**src/rtl/bpf16_requant_decim.sv**
```systemverilog
// bpf16_requant_decim: decimating round / shift / saturate stage behind the bpf16 FIR core.
// Kept samples are buffered in a 2-entry output FIFO; saturations feed a sticky flag and counter.
module bpf16_requant_decim #(
  parameter int IN_W  = 32,
  parameter int OUT_W = 16,
  parameter int SHIFT = 15,
  parameter int DECIM = 4
) (
  input  logic             clk,
  input  logic             rst,
  input  logic             s_valid,
  output logic             s_ready,
  input  logic [IN_W-1:0]  s_data,
  output logic             m_valid,
  input  logic             m_ready,
  output logic [OUT_W-1:0] m_data,
  input  logic             sat_clr,
  output logic             sat_sticky,
  output logic [15:0]      sat_count
);

  localparam int PH_W   = (DECIM > 1) ? $clog2(DECIM) : 1;
  localparam int RND_SH = (SHIFT > 0) ? SHIFT - 1 : 0;

  localparam logic [PH_W-1:0]       PH_LAST = PH_W'(DECIM - 1);
  localparam logic [PH_W-1:0]       PH_ZERO = {PH_W{1'b0}};
  localparam logic signed [IN_W:0]  RND     = (SHIFT > 0) ? ({{IN_W{1'b0}}, 1'b1} << RND_SH)
                                                          : {(IN_W+1){1'b0}};
  localparam logic signed [IN_W:0]  MAX_W   = {{(IN_W-OUT_W+2){1'b0}}, {(OUT_W-1){1'b1}}};
  localparam logic signed [IN_W:0]  MIN_W   = {{(IN_W-OUT_W+2){1'b1}}, {(OUT_W-1){1'b0}}};
  localparam logic [OUT_W-1:0]      MAX_Q   = {1'b0, {(OUT_W-1){1'b1}}};
  localparam logic [OUT_W-1:0]      MIN_Q   = {1'b1, {(OUT_W-1){1'b0}}};
  localparam logic [15:0]           CNT_MAX = 16'hFFFF;

  // Returns {saturated, value}: round half-up, arithmetic shift, then clamp to OUT_W.
  function automatic logic [OUT_W:0] requant(input logic [IN_W-1:0] d);
    logic signed [IN_W:0] ext;
    logic signed [IN_W:0] shf;
    ext = signed'({d[IN_W-1], d}) + RND;
    shf = ext >>> SHIFT;
    if (shf > MAX_W) begin
      requant = {1'b1, MAX_Q};
    end else if (shf < MIN_W) begin
      requant = {1'b1, MIN_Q};
    end else begin
      requant = {1'b0, shf[OUT_W-1:0]};
    end
  endfunction

  logic [PH_W-1:0]  phase_r;
  logic [PH_W-1:0]  phase_nxt_s;
  logic [1:0]       count_r;
  logic [1:0]       count_nxt_s;
  logic [OUT_W-1:0] head_r;
  logic [OUT_W-1:0] tail_r;
  logic [OUT_W-1:0] head_nxt_s;
  logic [OUT_W-1:0] tail_nxt_s;
  logic             s_ready_r;
  logic             m_valid_r;
  logic             sat_sticky_r;
  logic [15:0]      sat_count_r;
  logic             accept_s;
  logic             push_s;
  logic             pop_s;
  logic             sat_s;
  logic [OUT_W-1:0] q_s;

  assign s_ready    = s_ready_r;
  assign m_valid    = m_valid_r;
  assign m_data     = head_r;
  assign sat_sticky = sat_sticky_r;
  assign sat_count  = sat_count_r;

  // Requantize the incoming sample and decode the handshakes.
  always_comb begin
    {sat_s, q_s} = requant(s_data);
    accept_s     = s_valid & s_ready_r;
    push_s       = accept_s & (phase_r == PH_ZERO);
    pop_s        = m_valid_r & m_ready;
  end

  // Next-state for decimation phase and the head/tail FIFO; head_r always drives m_data.
  always_comb begin
    phase_nxt_s = phase_r;
    count_nxt_s = count_r;
    head_nxt_s  = head_r;
    tail_nxt_s  = tail_r;
    if (accept_s) begin
      phase_nxt_s = (phase_r == PH_LAST) ? PH_ZERO : phase_r + {{(PH_W-1){1'b0}}, 1'b1};
    end else begin
      phase_nxt_s = phase_r;
    end
    case ({push_s, pop_s})
      2'b10: begin
        count_nxt_s = count_r + 2'd1;
        if (count_r == 2'd0) begin
          head_nxt_s = q_s;
        end else begin
          tail_nxt_s = q_s;
        end
      end
      2'b01: begin
        count_nxt_s = count_r - 2'd1;
        head_nxt_s  = tail_r;
      end
      // Push needs count<2 and pop needs count>0, so exactly one entry is held here.
      2'b11: begin
        head_nxt_s = q_s;
      end
      default: begin
        count_nxt_s = count_r;
      end
    endcase
  end

  // Datapath, FIFO and handshake registers.
  always_ff @(posedge clk) begin
    if (rst) begin
      phase_r   <= PH_ZERO;
      count_r   <= 2'd0;
      head_r    <= {OUT_W{1'b0}};
      tail_r    <= {OUT_W{1'b0}};
      s_ready_r <= 1'b1;
      m_valid_r <= 1'b0;
    end else begin
      phase_r   <= phase_nxt_s;
      count_r   <= count_nxt_s;
      head_r    <= head_nxt_s;
      tail_r    <= tail_nxt_s;
      s_ready_r <= (count_nxt_s != 2'd2);
      m_valid_r <= (count_nxt_s != 2'd0);
    end
  end

  // Saturation statistics; a saturated push wins over a same-cycle clear.
  always_ff @(posedge clk) begin
    if (rst) begin
      sat_sticky_r <= 1'b0;
      sat_count_r  <= 16'h0000;
    end else if (push_s && sat_s) begin
      sat_sticky_r <= 1'b1;
      if (sat_clr) begin
        sat_count_r <= 16'h0001;
      end else if (sat_count_r != CNT_MAX) begin
        sat_count_r <= sat_count_r + 16'h0001;
      end else begin
        sat_count_r <= sat_count_r;
      end
    end else if (sat_clr) begin
      sat_sticky_r <= 1'b0;
      sat_count_r  <= 16'h0000;
    end else begin
      sat_sticky_r <= sat_sticky_r;
      sat_count_r  <= sat_count_r;
    end
  end

endmodule

```
**config.mk**
```make
export PLATFORM = sky130hd
export DESIGN_NAME = bpf16_requant_decim
export DESIGN_NICKNAME = d
export VERILOG_FILES = /design/src/rtl/bpf16_requant_decim.sv
export SDC_FILE = /design/constraint.sdc
export NUM_CORES = 1
export LEC_CHECK = 0
export ABC_AREA = 0
export CAP_MARGIN = 15
export CORE_MARGIN = 5
export CORE_UTILIZATION = 54
export DETAILED_ROUTE_END_ITERATION = 16
export PLACE_DENSITY = 0.86
export SLEW_MARGIN = 25
export SYNTH_ARGS = -nofsm -noshare
export SYNTH_HDL_FRONTEND = slang
export SYNTH_SLANG_ARGS = --single-unit
```
**constraint.sdc**
```tcl
create_clock -name clk -period 5.5 [get_ports clk]
set_input_delay 0.825 -clock clk [delete_from_list [all_inputs] [get_ports clk]]
set_output_delay 0.825 -clock clk [all_outputs]
set_load 0.01 [all_outputs]
```
==> flow_summary.json, run 1 <==
{
  "overall_die_width_um": 84.96,
  "synth.ff_latch_count": 55,
  "clock_insertion_delay_at_the_later_pin_of_the_skew_report_ps": 320,
  "route.final.wire_length_um": 7517,
  "post-synth-top-count-cell": "sky130_fd_sc_hd__dfxtp_1",
  "synth_enable_flop_cells": 0,
  "status": "complete, no violations",
  "port_buffers": 57,
  "postSynthNetCount": 411,
  "globalRouteTotalUtil_pct": 20.93,
  "m1WireLength_um": 3138,
  "cellPowerDensity_mw_per_mm2": 330.1,
  "synthDominantCellAreaShare_pct": 36.29,
  "clock_h_tree_levels": 2,
  "hpwl_um": 5546,
  "timing_worst_setup_path_type": "input pin to register",
  "pin_count": 72,
  "synthCells": 368,
  "min_delay_worst_endpoint": "m_data[7]",
  "setup_slack_ps": 1986,
  "crit_required_ps": 5760,
  "synthToLayoutAreaGrowth_pct": 22.97,
  "synthFlopType": "sky130_fd_sc_hd__dfxtp_1",
  "fin_crit_sh_pct": 63.89,
  "floorplan.die_area_mm2": 0.007218,
  "detail_route.first_pass.iterations": 5,
  "design.core.area_mm2": 0.005473,
  "num-nets-final": 462,
  "utilization_pct": 68.18,
  "power.leakage_nw": 1.264,
  "power_frac_seq_pct": 43.2,
  "holdBufCountCts": 0,
  "endpoint_kind": "register",
  "cts_root_buf": "sky130_fd_sc_hd__clkbuf_8",
  "worst-slew-pin-transition_ps": 949.4,
  "globalplace.congestion": 0.9029,
  "yosys-top-cells-area": "sky130_fd_sc_hd__dfxtp_1, sky130_fd_sc_hd__a21oi_1, sky130_fd_sc_hd__nand2_1, sky130_fd_sc_hd__o21ai_0, sky130_fd_sc_hd__nor2_1",
  "post_drt_wl_per_cell_um": 15.28,
  "critPathLaunchType": "input pin",
  "initial_standard_cell_utilization_of_the_core_pct": 55.44,
  "vias_per_cell": 6.146,
  "rr_worst_depth": 7,
  "hold_path_startpoint": "m_data[7]",
  "routed-wl-met2_um": 3823,
  "die_h_um": 84.96,
  "hold_path.class": "register to register",
  "grt_pass1_wl_um": 12760,
  "tritoncts_buffers": 5,
  "drive_gt1_share_pct": 5.476,
  "yosysSeqAreaShare_pct": 36.29,
  "clock_sinks": 55,
  "hold_path_depth": 2,
  "cts_tree": "yes",
  "yosys.cell_types.count": 56,
  "async_reset_ff_share_pct": 0,
  "detail_route.drc_violations": 0,
  "drv_cap": 0,
  "synth_top_cell_by_area": "sky130_fd_sc_hd__dfxtp_1",
  "antenna-diode-count": 0,
  "yosys_warnings": 0,
  "max_clock_freq_mhz": 284.6,
  "route.met3.wl_um": 423,
  "dr_total_vias": 3024,
  "post_synth_instance_area_mm2": 0.003034,
  "timing.critical_path.arrival_ps": 3780,
  "grt_setup_unrepaired": "false",
  "timing.clock.skew_ps": 9.581,
  "report.final.hold_viol_count": 0,
  "ys_top_cells_by_count": "sky130_fd_sc_hd__dfxtp_1, sky130_fd_sc_hd__a21oi_1, sky130_fd_sc_hd__nand2_1",
  "p_switching_uw": 447.4,
  "grt_start_max_net_pins": 38,
  "fp-row-count": 27,
  "setup_viol": 0,
  "critical_path.max_fanout": 16,
  "first_global_vias": 2795,
  "dp_worst_setup_slack_ps": 1668,
  "power.clock.fraction_pct": 19.3,
  "combinationalPowerShare_pct": 37.5,
  "instances_no_fill": 492,
  "worst_setup_hold_path_clk_slew_ps": 110,
  "swShare_pct": 36.32,
  "slew_headroom_pct": 36.71,
  "critical_path.reg2reg.startpoint": "sat_count[0]",
  "fin_setup_tns_ps": 0,
  "filler_cell_count": 485,
  "timing.rr.end": "sat_count[0]",
  "ir_drop_mv": 0.2719,
  "clock_path_buffers": 2,
  "maxSlewViolCount": 0,
  "post-cts-setup-buffer-count": 0,
  "timing.hold.ws_ps": 458.0,
  "final_antenna_net_count": 0,
  "min_period_ps": 3514,
  "global_route.overflow_total": 0,
  "drtIter0Drc": 235,
  "ctsResizeCount": 0,
  "number_of_antenna_violations_at_the_first_check_in_global_routing": 0,
  "routed.top_layer": "met4",
  "power.internal_uw": 784.4,
  "dp_cells": 484,
  "synthesized_area_divided_by_synthesized_cell_count_um2": 8.245,
  "ff2ff_setup_slack_ps": 2920
}
## layout by cell type, fill, tap and decap left out, types with 3 or more instances in the layout
master	count
sky130_fd_sc_hd__nand2_1	33
sky130_fd_sc_hd__nand3_1	13
sky130_fd_sc_hd__a21o_1	3
sky130_fd_sc_hd__o211ai_1	4
sky130_fd_sc_hd__a21oi_1	45
sky130_fd_sc_hd__ha_1	6
sky130_fd_sc_hd__nor2_1	30
sky130_fd_sc_hd__nor2b_1	8
sky130_fd_sc_hd__a221oi_1	5
sky130_fd_sc_hd__nand4_1	9
sky130_fd_sc_hd__xor2_1	9
sky130_fd_sc_hd__and4_1	5
sky130_fd_sc_hd__o21ai_0	23
sky130_fd_sc_hd__a211oi_1	5
sky130_fd_sc_hd__or4_1	6
sky130_fd_sc_hd__xnor2_1	12
sky130_fd_sc_hd__o41ai_1	5
sky130_fd_sc_hd__clkdlybuf4s50_1	57
sky130_fd_sc_hd__clkbuf_8	5
sky130_fd_sc_hd__or3_1	5
sky130_fd_sc_hd__dfxtp_1	55
sky130_fd_sc_hd__nor3_1	9
sky130_fd_sc_hd__inv_1	15
sky130_fd_sc_hd__o31ai_1	3
sky130_fd_sc_hd__a221o_1	5
## flip-flops by register name, summed over array words and instances (netlist names)
signal / count
m_data: 16
sat_count: 16
tail_r: 16
count_r: 2
phase_r: 2
m_valid: 1
s_ready: 1
sat_sticky: 1
## through the flow
stage                     area [um2]  power, mW
after floorplan                 3034     0.8192
after global placement          3638     0.9822
after detailed placement        3638     0.9982
after CTS                       3731      1.235
after global routing            3731      1.311
final                           3731      1.232
## worst max-delay path: stages
cell                              delay (ps)
sky130_fd_sc_hd__clkdlybuf4s50_1         520
sky130_fd_sc_hd__ha_1                    250
sky130_fd_sc_hd__nand4_1                 180
sky130_fd_sc_hd__nor4_2                  400
sky130_fd_sc_hd__xnor2_1                 290
sky130_fd_sc_hd__a2111oi_4               510
sky130_fd_sc_hd__nor2_2                  210
sky130_fd_sc_hd__or4_1                   430
sky130_fd_sc_hd__a21oi_1                 150
## cell families (layout without fill, tap and decap cells)
family / Yosys count / after routing / synth area share, %
AO/OA/AOI/OAI: 118 / 118 / 26.31
XOR/XNOR: 21 / 21 / 6.062
adder cells (fa/ha/maj): 6 / 6 / 2.474
buffers and inverters: 30 / 82 / 4.206
flip-flops: 55 / 55 / 36.29
multiplexers: 2 / 2 / 0.6598
AND/OR/NAND/NOR: 136 / 136 / 24.00
## worst max-delay path by stage
stage,to,cells past startpoint,slack (ps),from
after detailed placement,sat_count[10],9,1670,s_data[15]
final,sat_count[9],9,1990,s_data[14]
after global routing,sat_count[10],9,1790,s_data[15]
after floorplan,sat_count[7],9,2570,s_data[22]
after global placement,sat_count[9],9,1780,s_data[14]
after CTS,sat_count[10],9,1990,s_data[15]
## final cells by class
type	count	area (um2)	area share, %
Clock buffer	5	68.82	1.844
Clock inverter	3	23.77	0.6372
Inverter	15	56.30	1.509
Multi-Input combinational cell	283	1805	48.39
Sequential cell	55	1101	29.51
Tap cell	72	90.09	2.414
Timing Repair Buffer	59	585.6	15.69
## power by group through the flow
stage / logic [mW] / clock network [mW] / registers (mW)
2_1_floorplan: 0.266 / 0 / 0.553
6_report: 0.462 / 0.237 / 0.533
4_1_cts: 0.461 / 0.241 / 0.532
3_3_place_gp: 0.445 / 0 / 0.537
5_1_grt: 0.508 / 0.258 / 0.545
3_5_place_dp: 0.458 / 0 / 0.541
## layer usage
| layer | track usage, % | up-vias |
|---|---|---|
| met5 | 0 | - |
| met3 | 4.175 | 16 |
| met1 | 25.07 | 1423 |
| met4 | 5.755 | 0 |
| met2 | 37.78 | 112 |
| li1 | - | 1473 |
(Power assumes the default switching activity.)
==> run 2: changes to the inputs <==
Settings changed: CORE_UTILIZATION 54 to 50, PLACE_DENSITY 0.86 to 0.8.
Clock period 5.5 ns to 3.5 ns, I/O delays scaled along.
==> run 2 against run 1 <==
  * Setup slack worse by 1600 ps
  * Final area grew 2.8%
  * Via count is 1.5% lower
  * Sequential power rose by 57%
  * Global-route usage decreased by 1.4 points
  * Flip-flop and latch count unchanged
  * Sequential share of layout area down 0.80 points
  * Largest power group unchanged
==> flow_summary.json, run 2 (same netlist as run 1, synthesis figures left out) <==
{
  "status": "complete, no violations",
  "cpLargestDelayFamily": "simple AND/OR/NAND/NOR gates",
  "rr_worst_depth": 7,
  "stdcell_area_mm2": 0.003835,
  "clock_h_tree_levels": 2,
  "fin_setup_tns_ps": 0,
  "timing.clock.skew_ps": 7.305,
  "first_global_vias": 2631,
  "dr_total_vias": 2979,
  "overall_die_width_um": 87.90,
  "die_h_um": 87.90,
  "crit_required_ps": 3710,
  "hold_path_depth": 2,
  "pin_count": 72,
  "fp-row-count": 28,
  "cp_slowest_cell": "sky130_fd_sc_hd__xor2_1",
  "tritoncts_buffers": 5,
  "fin_crit_sh_pct": 90.35,
  "critical_path.max_fanout": 16,
  "detail_route.first_pass.iterations": 5,
  "clock_sinks": 55,
  "route.final.wire_length_um": 7571,
  "grt_setup_unrepaired": "false",
  "clock_insertion_delay_at_the_later_pin_of_the_skew_report_ps": 320,
  "final_antenna_net_count": 0,
  "ff2ff_setup_slack_ps": 970,
  "grt_start_max_net_pins": 37,
  "report.final.hold_viol_count": 0,
  "post_drt_wl_per_cell_um": 14.93,
  "cellPowerDensity_mw_per_mm2": 518.6,
  "vias_per_cell": 5.876,
  "drv_cap": 0,
  "initial_standard_cell_utilization_of_the_core_pct": 51.25,
  "ctsResizeCount": 0,
  "grt_pass1_wl_um": 12210,
  "floorplan.die_area_mm2": 0.007726,
  "maximum_single_stage_delay_on_the_critical_path_ps": 530,
  "cts_root_buf": "sky130_fd_sc_hd__clkbuf_8",
  "critPathLaunchType": "input pin",
  "detail_route.drc_violations": 0,
  "worstPathCellList": "clkdlybuf4s50_1 > ha_1 > nand4_1 > nor4_2 > xor2_1 > a2111oi_4 > nor2_2 > mux2i_1 > nor2_1",
  "post-cts-setup-buffer-count": 0,
  "finalPower_mw": 1.989,
  "drtIter0Drc": 162,
  "post_dp_cell_area_mm2": 0.003732,
  "endpoint_kind": "register",
  "hpwl_um": 5622,
  "timing.hold.ws_ps": 460.7,
  "clock_path_buffers": 2,
  "worst-slew-pin-transition_ps": 751.3,
  "num-nets-final": 474,
  "drive_gt1_share_pct": 8.102,
  "global_route.overflow_total": 0,
  "max_clock_freq_mhz": 316.2,
  "hold_path_startpoint": "m_data[12]",
  "setup_viol": 0,
  "number_of_antenna_violations_at_the_first_check_in_global_routing": 0,
  "min_delay_worst_endpoint": "m_data[12]",
  "globalplace.congestion": 0.9525,
  "ir_drop_mv": 0.3709,
  "port_buffers": 57,
  "cp_num_buf_inv": 1,
  "timing.critical_path.arrival_ps": 3370,
  "timing_worst_setup_path_type": "input pin to register",
  "design.core.area_mm2": 0.005921,
  "power.leakage_nw": 1.328,
  "synthToLayoutAreaGrowth_pct": 26.39,
  "slew_headroom_pct": 49.53,
  "mostFrequentLayoutCell": "sky130_fd_sc_hd__clkdlybuf4s50_1",
  "final_cell_mix": "sky130_fd_sc_hd__clkdlybuf4s50_1, sky130_fd_sc_hd__dfxtp_1, sky130_fd_sc_hd__a21oi_1, sky130_fd_sc_hd__nand2_1, sky130_fd_sc_hd__nor2_1",
  "holdBufCountCts": 0,
  "maxSlewViolCount": 0,
  "antenna-diode-count": 0,
  "timing.rr.end": "sat_count[1]",
  "worst_setup_hold_path_clk_slew_ps": 110,
  "min_period_ps": 3162,
  "cts_tree": "yes",
  "critical_path.reg2reg.startpoint": "sat_count[0]",
  "globalRouteTotalUtil_pct": 19.56,
  "hold_path.class": "register to register"
}
-- run 2: cell types whose count changed in the layout (fill, tap and decap cells not counted), sizes merged --
cell / previous run / this run
clkinvlp: 1 / 0
inv: 16 / 17
buf: 2 / 14
-- run 2: worst max path at each step --
| stage | slack, ps | cells after the start | start | end |
|---|---|---|---|---|
| 2_1_floorplan | 870 | 9 | s_data[22] | sat_count[7] |
| 5_1_grt | 150 | 9 | s_data[14] | sat_count[9] |
| 3_3_place_gp | 120 | 9 | s_data[14] | sat_count[1] |
| 3_5_place_dp | 60 | 9 | s_data[15] | m_data[7] |
| 6_report | 340 | 9 | s_data[14] | sat_count[1] |
| 4_1_cts | 370 | 9 | s_data[14] | sat_count[1] |
-- run 2: tightest hold or removal path, delay by kind of cell, from the launching register on --
family          cells  cell delay, ps
simple gates        1              50
compound gates      1              50
flops               1             330
-- run 2: power by group --
group	total (mW)	switching (mW)	internal, mW
combinational	0.766	0.409	0.356
clock	0.386	0.234	0.152
sequential	0.837	0.0748	0.762
total	1.99	0.718	1.27
-- run 2: cell type report --
type / count / area [um2]
Multi-Input combinational cell: 283 / 1805
Inverter: 15 / 56.30
Tap cell: 75 / 93.84
Clock inverter: 3 / 33.78
Fill cell: 501 / 2086
Sequential cell: 55 / 1101
Timing Repair Buffer: 71 / 675.6
Clock buffer: 5 / 68.82
-- run 2: per-stage QoR --
stage	std cells	utilization [%]	worst slack (ps)
2_1_floorplan	368	-	869.6
3_3_place_gp	499	63.04	122.6
3_5_place_dp	499	63.04	55.25
4_1_cts	507	64.77	365.8
5_1_grt	507	64.77	152.5
6_report	507	64.77	337.6
-- run 2: metal layers --
metal	GRT usage, %	share of wire (%)	vias up
met5	0	0	-
li1	-	-	1486
met4	4.742	1.3	0
met2	34.18	49	98
met3	3.104	5.6	10
met1	25.20	44	1385
